==> src/rtl/fetch_bram_sched.sv <==
// rtl/fetch_bram_sched.sv - round-robin scheduler sharing one fetch_bram among N_REQ requesters
module fetch_bram_sched #(
  parameter int N_REQ          = 4,
  parameter int ID_W           = 2,
  parameter int RST_PTR_CYCLES = 2,
  parameter int TIMEOUT_CYCLES = 65535,
  parameter int TO_W           = 16
) (
  input  logic               clk,
  input  logic               rst_n,
  input  logic [N_REQ-1:0]   req,
  input  logic [4*N_REQ-1:0] cfg_buf_sel,
  input  logic [N_REQ-1:0]   cfg_tiles,
  input  logic [N_REQ-1:0]   cfg_dbuf,
  input  logic [N_REQ-1:0]   cfg_rst_ptr,
  output logic [N_REQ-1:0]   gnt,
  output logic [N_REQ-1:0]   done,
  output logic               err_timeout,
  output logic [ID_W-1:0]    err_id,
  input  logic               err_clr,
  output logic               start_fetch,
  output logic               reset_addr_counter,
  output logic [3:0]         Buffer_Select,
  output logic               Tiles_Control,
  output logic               Double_buffering,
  input  logic               fetch_done,
  input  logic               fetch_busy
);

  typedef enum logic [2:0] {S_IDLE, S_RSTP, S_START, S_WAIT, S_DONE} state_t;

  state_t            state_q, state_d;
  logic [ID_W-1:0]   idx_q, idx_d;
  logic [ID_W-1:0]   rr_q, rr_d;
  logic [TO_W-1:0]   cnt_q, cnt_d;
  logic [N_REQ-1:0]  gnt_q, gnt_d;
  logic [N_REQ-1:0]  done_q, done_d;
  logic              start_q, start_d;
  logic              rap_q, rap_d;
  logic [3:0]        bsel_q, bsel_d;
  logic              tiles_q, tiles_d;
  logic              dbuf_q, dbuf_d;
  logic              err_q, err_d;
  logic [ID_W-1:0]   err_id_q, err_id_d;
  logic              err_set;

  logic              win_found;
  logic [ID_W-1:0]   win_idx;
  logic [ID_W-1:0]   scan_idx;
  int                scan_pos;

  // Round-robin pick: first requesting index at or after rr_q, wrapping
  always_comb begin
    win_found = 1'b0;
    win_idx   = '0;
    scan_pos  = 0;
    scan_idx  = '0;
    for (int i = 0; i < N_REQ; i++) begin
      scan_pos = (int'(rr_q) + i) % N_REQ;
      scan_idx = ID_W'(scan_pos);
      if (!win_found && req[scan_idx]) begin
        win_found = 1'b1;
        win_idx   = scan_idx;
      end
    end
  end

  // Next-state and registered-output computation for the grant sequence
  always_comb begin
    state_d  = state_q;
    idx_d    = idx_q;
    rr_d     = rr_q;
    cnt_d    = cnt_q;
    gnt_d    = gnt_q;
    done_d   = '0;
    start_d  = 1'b0;
    rap_d    = 1'b0;
    bsel_d   = bsel_q;
    tiles_d  = tiles_q;
    dbuf_d   = dbuf_q;
    err_id_d = err_id_q;
    err_set  = 1'b0;
    case (state_q)
      S_IDLE: begin
        if (win_found && !fetch_busy) begin
          idx_d   = win_idx;
          gnt_d   = N_REQ'(1) << win_idx;
          bsel_d  = cfg_buf_sel[{win_idx, 2'b00} +: 4];
          tiles_d = cfg_tiles[win_idx];
          dbuf_d  = cfg_dbuf[win_idx];
          cnt_d   = '0;
          state_d = cfg_rst_ptr[win_idx] ? S_RSTP : S_START;
        end
      end
      S_RSTP: begin
        rap_d = 1'b1;
        if (cnt_q == TO_W'(RST_PTR_CYCLES - 1)) begin
          state_d = S_START;
        end else begin
          cnt_d = cnt_q + 1'b1;
        end
      end
      S_START: begin
        start_d = 1'b1;
        cnt_d   = '0;
        state_d = S_WAIT;
      end
      S_WAIT: begin
        if (fetch_done) begin
          done_d[idx_q] = 1'b1;
          state_d       = S_DONE;
        end else if (cnt_q == TO_W'(TIMEOUT_CYCLES - 1)) begin
          done_d[idx_q] = 1'b1;
          err_set       = 1'b1;
          err_id_d      = idx_q;
          state_d       = S_DONE;
        end else begin
          cnt_d = cnt_q + 1'b1;
        end
      end
      S_DONE: begin
        gnt_d   = '0;
        rr_d    = (idx_q == ID_W'(N_REQ - 1)) ? '0 : idx_q + 1'b1;
        state_d = S_IDLE;
      end
      default: state_d = S_IDLE;
    endcase
    // A watchdog set in the same cycle as a clear must win
    err_d = err_set ? 1'b1 : (err_clr ? 1'b0 : err_q);
  end

  // State and output registers; async reset abandons any transaction silently
  always_ff @(posedge clk or negedge rst_n) begin
    if (!rst_n) begin
      state_q  <= S_IDLE;
      idx_q    <= '0;
      rr_q     <= '0;
      cnt_q    <= '0;
      gnt_q    <= '0;
      done_q   <= '0;
      start_q  <= 1'b0;
      rap_q    <= 1'b0;
      bsel_q   <= '0;
      tiles_q  <= 1'b0;
      dbuf_q   <= 1'b0;
      err_q    <= 1'b0;
      err_id_q <= '0;
    end else begin
      state_q  <= state_d;
      idx_q    <= idx_d;
      rr_q     <= rr_d;
      cnt_q    <= cnt_d;
      gnt_q    <= gnt_d;
      done_q   <= done_d;
      start_q  <= start_d;
      rap_q    <= rap_d;
      bsel_q   <= bsel_d;
      tiles_q  <= tiles_d;
      dbuf_q   <= dbuf_d;
      err_q    <= err_d;
      err_id_q <= err_id_d;
    end
  end

  assign gnt                = gnt_q;
  assign done               = done_q;
  assign start_fetch        = start_q;
  assign reset_addr_counter = rap_q;
  assign Buffer_Select      = bsel_q;
  assign Tiles_Control      = tiles_q;
  assign Double_buffering   = dbuf_q;
  assign err_timeout        = err_q;
  assign err_id             = err_id_q;

endmodule

==> config.mk <==
export PLATFORM = sky130hd
export DESIGN_NAME = fetch_bram_sched
export DESIGN_NICKNAME = d
export VERILOG_FILES = /design/src/rtl/fetch_bram_sched.sv
export SDC_FILE = /design/constraint.sdc
export NUM_CORES = 1
export LEC_CHECK = 0
export ABC_AREA = 1
export BUFFER_PORTS_ARGS = -buffer_cell sky130_fd_sc_hd__buf_2
export CAP_MARGIN = 15
export CELL_PAD_IN_SITES_DETAIL_PLACEMENT = 1
export CELL_PAD_IN_SITES_GLOBAL_PLACEMENT = 1
export CORE_UTILIZATION = 35
export CTS_CLUSTER_SIZE = 30
export DETAILED_ROUTE_END_ITERATION = 8
export MAX_ROUTING_LAYER = met4
export PLACE_DENSITY_LB_ADDON = 0.1
export SYNTH_ARGS = -nofsm -noshare
export SYNTH_HDL_FRONTEND = slang
export SYNTH_SLANG_ARGS = --single-unit
==> constraint.sdc <==
create_clock -name clk -period 1.7 [get_ports clk]
set_input_delay 0.17 -clock clk [delete_from_list [all_inputs] [get_ports clk]]
set_output_delay 0.17 -clock clk [all_outputs]
set_load 0.005 [all_outputs]
## Yosys cells after proc, flatten, opt, wreduce, memory -nomap -nowiden

Index checks and enable logic that the tools add are counted.

| storage, ports and cells | value |
|---|---|
| logic and storage cells | 107 |
| input bits | 37 |
| register bits | 42 |
| output and inout port bits | 19 |

| cells by class | value |
|---|---|
| $add $sub $neg | 5 |
| eq/ne operators | 13 |
| reduce and logical (&&, ||, !) cells | 18 |
| $lt $le $gt $ge | 7 |
| multiplexer cells | 48 |
| shifts and indexed selects | 2 |
| bitwise logic cells | 1 |

Operators with widths:

| kind | count |
|---|---|
| 16-bit 2-to-1 mux | 4 |
| 16-bit one-hot mux with 4 select lines | 1 |
| 1-bit 2-to-1 mux | 19 |
| 2-bit by 3-bit less-than comparator with 1-bit output (second input constant) | 6 |
| 16-bit by 1-bit adder with 16-bit output (second input constant) | 1 |
| 16-bit by 1-bit equality test with 1-bit output (second input constant) | 1 |
| 16-bit equality test (second input constant) | 1 |
| 4-bit 2-to-1 mux | 4 |
| 16-bit by 5-bit variable part select with 4-bit output | 1 |
| 1-bit binary-select mux with 2-bit select | 7 |
| 2-bit 2-to-1 mux | 6 |
| 3-bit 2-to-1 mux | 4 |
| 3-bit one-hot mux with 4 select lines | 1 |
| 2-bit inequality test (second input constant) | 5 |
| 4-bit one-hot mux with 2 select lines | 1 |
| 3-bit by 2-bit equality test with 1-bit output (second input constant) | 2 |
| 3-bit AND reduction | 2 |
| 1-bit logical AND | 5 |
| 5-bit AND reduction | 1 |
| 2-bit by 1-bit adder with 2-bit output (second input constant) | 2 |
| 2-bit adder (second input constant) | 2 |
| 1-bit logical NOT | 4 |
| 2-bit AND reduction | 2 |
| 2-bit nonzero test | 2 |
| 10 further kinds | 10 |

## Logic depth before layout (Yosys ltp)

| depth | value |
|---|---|
| depth in word-level cells | 17 |
| gate-level depth with buffers | 17 |
| mapped depth without buffers | 16 |

## Least setup slack after synthesis

No wires, ideal clock.

| path | value |
|---|---|
| path type | flip-flop to flip-flop |
| from | reg rr_q[0] |
| to | reg bsel_q[2], in the netlist Buffer_Select[2] |
| path buffers | 2 |
| clock period less this slack | 1723 ps |
| path slack | -23 ps |
| required time | 1580 ps |
| stages on the path, launching flop included | 15 |
| arrival time | 1603 ps |
| library setup time | 120 ps |
| cell sequence | dfrtp_1 -> buf_6 -> inv_6 -> nand2_1 -> nand3_1 -> nand2_2 -> nor2_4 -> nand3_4 -> nand3_4 -> inv_4 -> buf_6 -> nand2_1 -> a21oi_1 -> o21ai_1 -> nand2_1 |

| between the ends | value |
|---|---|
| word-level cells in the longest chain between the ends | 14 |
| elaborated cells on any way between the ends | 28 |
| those cells by class | add/sub (3); shift (1); mux (16); reduce/logical (8) |

Ends and longest elaborated chain:

| what | line | RTL |
|---|---|---|
| start, declared | 34 | `logic [ID_W-1:0] rr_q, rr_d;` |
| start signal, assigned | 151 | `rr_q <= rr_d;` |
| parallel branches: the longest is 14 deep, another holds 2-bit by 1-bit adder with 2-bit output | - |  |
| end signal, assigned | 157 | `bsel_q <= bsel_d;` |
| end, declared | 40 | `logic [3:0] bsel_q, bsel_d;` |

Parallel ways; which one is timed is not known. The select of a mux whose other input is x is not followed.
A chain may end at the register's enable or synchronous reset.

## Worst setup path in the final report

| path | value |
|---|---|
| from | reg cnt_q[1] |
| to | reg cnt_q[3] |

| between the ends | value |
|---|---|
| word-level cells in the longest chain between the ends | 4 |
| elaborated cells on any way between the ends | 10 |
| those cells by class | add/sub (1); eq/ne (4); mux (4); reduce/logical (1) |

Ends and longest elaborated chain:

| what | line | RTL |
|---|---|---|
| start, declared | 35 | `logic [TO_W-1:0] cnt_q, cnt_d;` |
| start signal, assigned | 152 | `cnt_q <= cnt_d;` |
| 16-bit by 1-bit adder with 16-bit output | 100, 118 |  |
| 16-bit 2-to-1 mux | 112 | `end else if (cnt_q == TO_W'(TIMEOUT_CYCLES - 1)) begin` |
| 16-bit 2-to-1 mux | 109 | `if (fetch_done) begin` |
| 16-bit one-hot mux with 4 select lines | 83 | `case (state_q)` |

Parallel ways exist; a longest one is shown, timed or not. The select of a mux whose other input is x is not followed.

==> impl_metrics.json <==
{
  "max_freq_mhz": 465,
  "synth_top_cell_by_area": "dfrtp_1",
  "use_met1_pct": 33.3,
  "drc": 0,
  "clkLatencyLatePin_ns": 0.32,
  "initial_utilization_pct": 36.6,
  "antenna_found_initial": 0,
  "synth_area_leaders": "dfrtp_1, nand2_1, inv_1",
  "track_usage_pct": 28.3,
  "cts_max_path_buffers": 2,
  "die_h_um": 89.3,
  "period_share_pct": 127,
  "htree_num_levels": 2,
  "worstRegToRegCells": 12,
  "syn_area_sq_um": 2670,
  "die_x_um": 89.3,
  "criticalPathCategory": "reg -> reg",
  "ios": 56,
  "finalCoreUtilization_pct": 63.1,
  "row_count": 31,
  "grt_max_degree": 26,
  "synth_common_cells": "nand2_1, dfrtp_1, inv_1, nand3_1, a21oi_1",
  "grt_pass1_wl_um": 16500,
  "vias_per_cell": 5.60,
  "async_flop_share_pct": 100,
  "placed_cells_incl_taps": 562,
  "slew_viol_final": 0,
  "synth_most_common_cell": "nand2_1",
  "fin_nets": 555,
  "violations": "negative setup slack",
  "wirelength_um": 13500,
  "diodes": 0,
  "crit_chain": "inv_2 > ha_4 > nand2_4 > nor3_4 > nand4_1 > o21ai_2 > nor2_4 > nand2_4 > buf_6 > buf_12 > a21oi_4 > a21oi_2",
  "worst_pin_slew_ns": 0.660,
  "hold_viol": 0,
  "grt_util_met2_pct": 50.7,
  "grt_pass1_vias": 3300,
  "globalRouteOverflowTotal": 0,
  "setup_viol": 34,
  "wl_per_cell_um": 22.2,
  "rsz0062_at_grt": "true",
  "slowest_stage": "dfrtp_1",
  "via_count": 3421,
  "fp.dieArea_sq_um": 7970,
  "worst_setup_path_start_kind": "flop",
  "syn2layout_area_growth_pct": 72.6,
  "root_buffer": "clkbuf_8",
  "use_met3_pct": 3.88,
  "pwr_density_cell_nw_per_um2": 2050,
  "tritoncts": "done",
  "drv_cap": 0,
  "cp.required_ns": 1.93,
  "portBuffers": 55,
  "synth-main-ff-cell": "dfrtp_1",
  "arrival_ns": 2.38,
  "syn-num-nets": 404,
  "relSlewSlack_pct": 55.7,
  "ir_drop_mv": 1.05,
  "status": "finished with violations",
  "clk_pin_slew_ns": 0.11,
  "critPathMaxStageDelay_ns": 0.46,
  "core-area_sq_um": 7290,
  "min_path_cells": 2,
  "synth_top_area_share_pct": 39.4,
  "end_kind": "flop",
  "netlist_instances": 360,
  "layout_min_cycle_time_ns": 2.15,
  "cp_common_cell": "nand2_4",
  "path_max_fanout": 6,
  "seq_area_frac_synth_pct": 39.4,
  "r2r_start": "cnt_q[1]",
  "ys_types": 34,
  "synth-seq-cells": 42,
  "drt_pre_antenna_iters": 4,
  "finalNonFillerCells": 611,
  "r2r_slack_ns": -0.45,
  "hold_path.class": "in -> reg",
  "numCtsBuffers": 5,
  "drt_iter0_drc": 83,
  "power_leakage_nw": 2.33,
  "worstReg2RegEnd": "cnt_q[3]",
  "cts.sinks": 42,
  "top_usage_layer": "met2",
  "synth_area_per_cell_sq_um": 7.41,
  "yosysWarnings": 0,
  "synth_edf_count": 0,
  "worstHoldStart": "err_clr",
  "gp_congestion": 0.860,
  "finClkSkew_ns": 0.0184,
  "setup_ws_ns": -0.452,
  "dp_hpwl_um": 6380,
  "drive_gt1_share_pct": 54.7,
  "hold_path_end": "err_timeout",
  "postRouteAntennaNets": 0
}
where the power goes:
| group | internal [W] | switching, W | total [W] |
|---|---|---|---|
| sequential | 0.00124 | 0.000271 | 0.00152 |
| clock | 0.000328 | 0.000401 | 0.000729 |
| combinational | 0.00313 | 0.00407 | 0.00720 |
metal layers:
metal  part of all wire (%)  routed length (um)
met3                    6.4                 869
met1                     37                5070
met4                    4.9                 667
met2                     51                6940
met5                      0                   0
critical path, delay by kind of cell, from the launching register on:
family / cells / cell delay (ns)
and+or+nand+nor: 5 / 0.60
adders and majority gates: 1 / 0.16
DFF: 1 / 0.46
buffers and inverters: 3 / 0.41
AOI/OAI and AO/OA: 3 / 0.44
worst max path at each step:
stage	start	endpoint	slack, ns
after CTS	rr_q[0]	state_q[0]	-0.23
after detailed placement	rr_q[0]	state_q[1]	-0.29
after floorplan	rr_q[0]	Buffer_Select[2]	0.0001
final	cnt_q[1]	cnt_q[3]	-0.45
after global placement	rr_q[0]	Buffer_Select[2]	-0.22
after global routing	rr_q[0]	state_q[1]	-0.57
state kept, by name, indices dropped and copies added (netlist names), 2 cells and up:
signal / flops
state_q: 3
gnt: 4
done: 4
idx_q: 2
cnt_q: 16
Buffer_Select: 4
err_id: 2
rr_q: 2
per-stage QoR:
step                      power [W]  TNS (ns)  hold WS (ns)  cell area [sq um]  setup WS (ns)
final                       0.00944    -11.49        0.0259               4600         -0.452
after global routing        0.00991    -13.98        0.0289               4600         -0.569
after CTS                   0.00817     -4.82        0.0514               4220         -0.227
after detailed placement    0.00534     -7.22         0.164               3460         -0.292
after global placement      0.00521     -4.47         0.158               3460         -0.224
after floorplan             0.00388         0        -0.126               2670      0.0000971
layout make-up:
cell class,instances,area [sq um]
tap,99,124
timing repair buffer,154,1160
multi-input combinational,269,2000
sequential,42,1050
inverter,39,166
clock inverter,2,12.5
fill,880,2690
clock buffer,6,82.6
timing repair:
action / 4_1_cts / 5_1_grt
gates resized for setup: 106 / 80
pin swaps: 20 / 40
endpoints found under the setup margin: 30 / 37
hold buffers: 1 / 0
hold endpoints to repair: 17 / 0
buffers inserted: 25 / 21
gates cloned: 5 / 0
cell families after synthesis:
family / Yosys count / synth area share, %
and+or+nand+nor: 201 / 34.2
AOI/OAI and AO/OA: 53 / 11.6
buffers and inverters: 49 / 8.92
DFF: 42 / 39.4
xor gates and xnor gates: 8 / 2.63
adders and majority gates: 7 / 3.28
placed cells by master, fill, tap and decap left out, types with 3 or more instances in the layout:
cell type / synthesis / layout
buf_6: 4 / 16
inv_1: 34 / 30
nand2_1: 122 / 78
nand3_1: 25 / 14
or2_2: 3 / 3
nor2_4: 2 / 6
nand2_4: 0 / 27
inv_4: 1 / 3
a21oi_1: 17 / 10
o31ai_4: 0 / 7
nand3_2: 0 / 9
o21ai_2: 1 / 8
clkbuf_8: 0 / 6
buf_4: 4 / 74
o21ai_0: 13 / 6
nand2_2: 4 / 21
nand4_1: 8 / 8
buf_12: 0 / 4
nand3b_1: 3 / 3
ha_1: 7 / 5
nor3_1: 10 / 6
buf_2: 1 / 56
dfrtp_1: 42 / 40
nor2_1: 15 / 11
nand3_4: 2 / 4
xor2_1: 7 / 7
o21ai_1: 8 / 7
inv_2: 3 / 4
nor3_4: 0 / 3
a21oi_2: 1 / 6
Power figures use the tool's default switching activity.
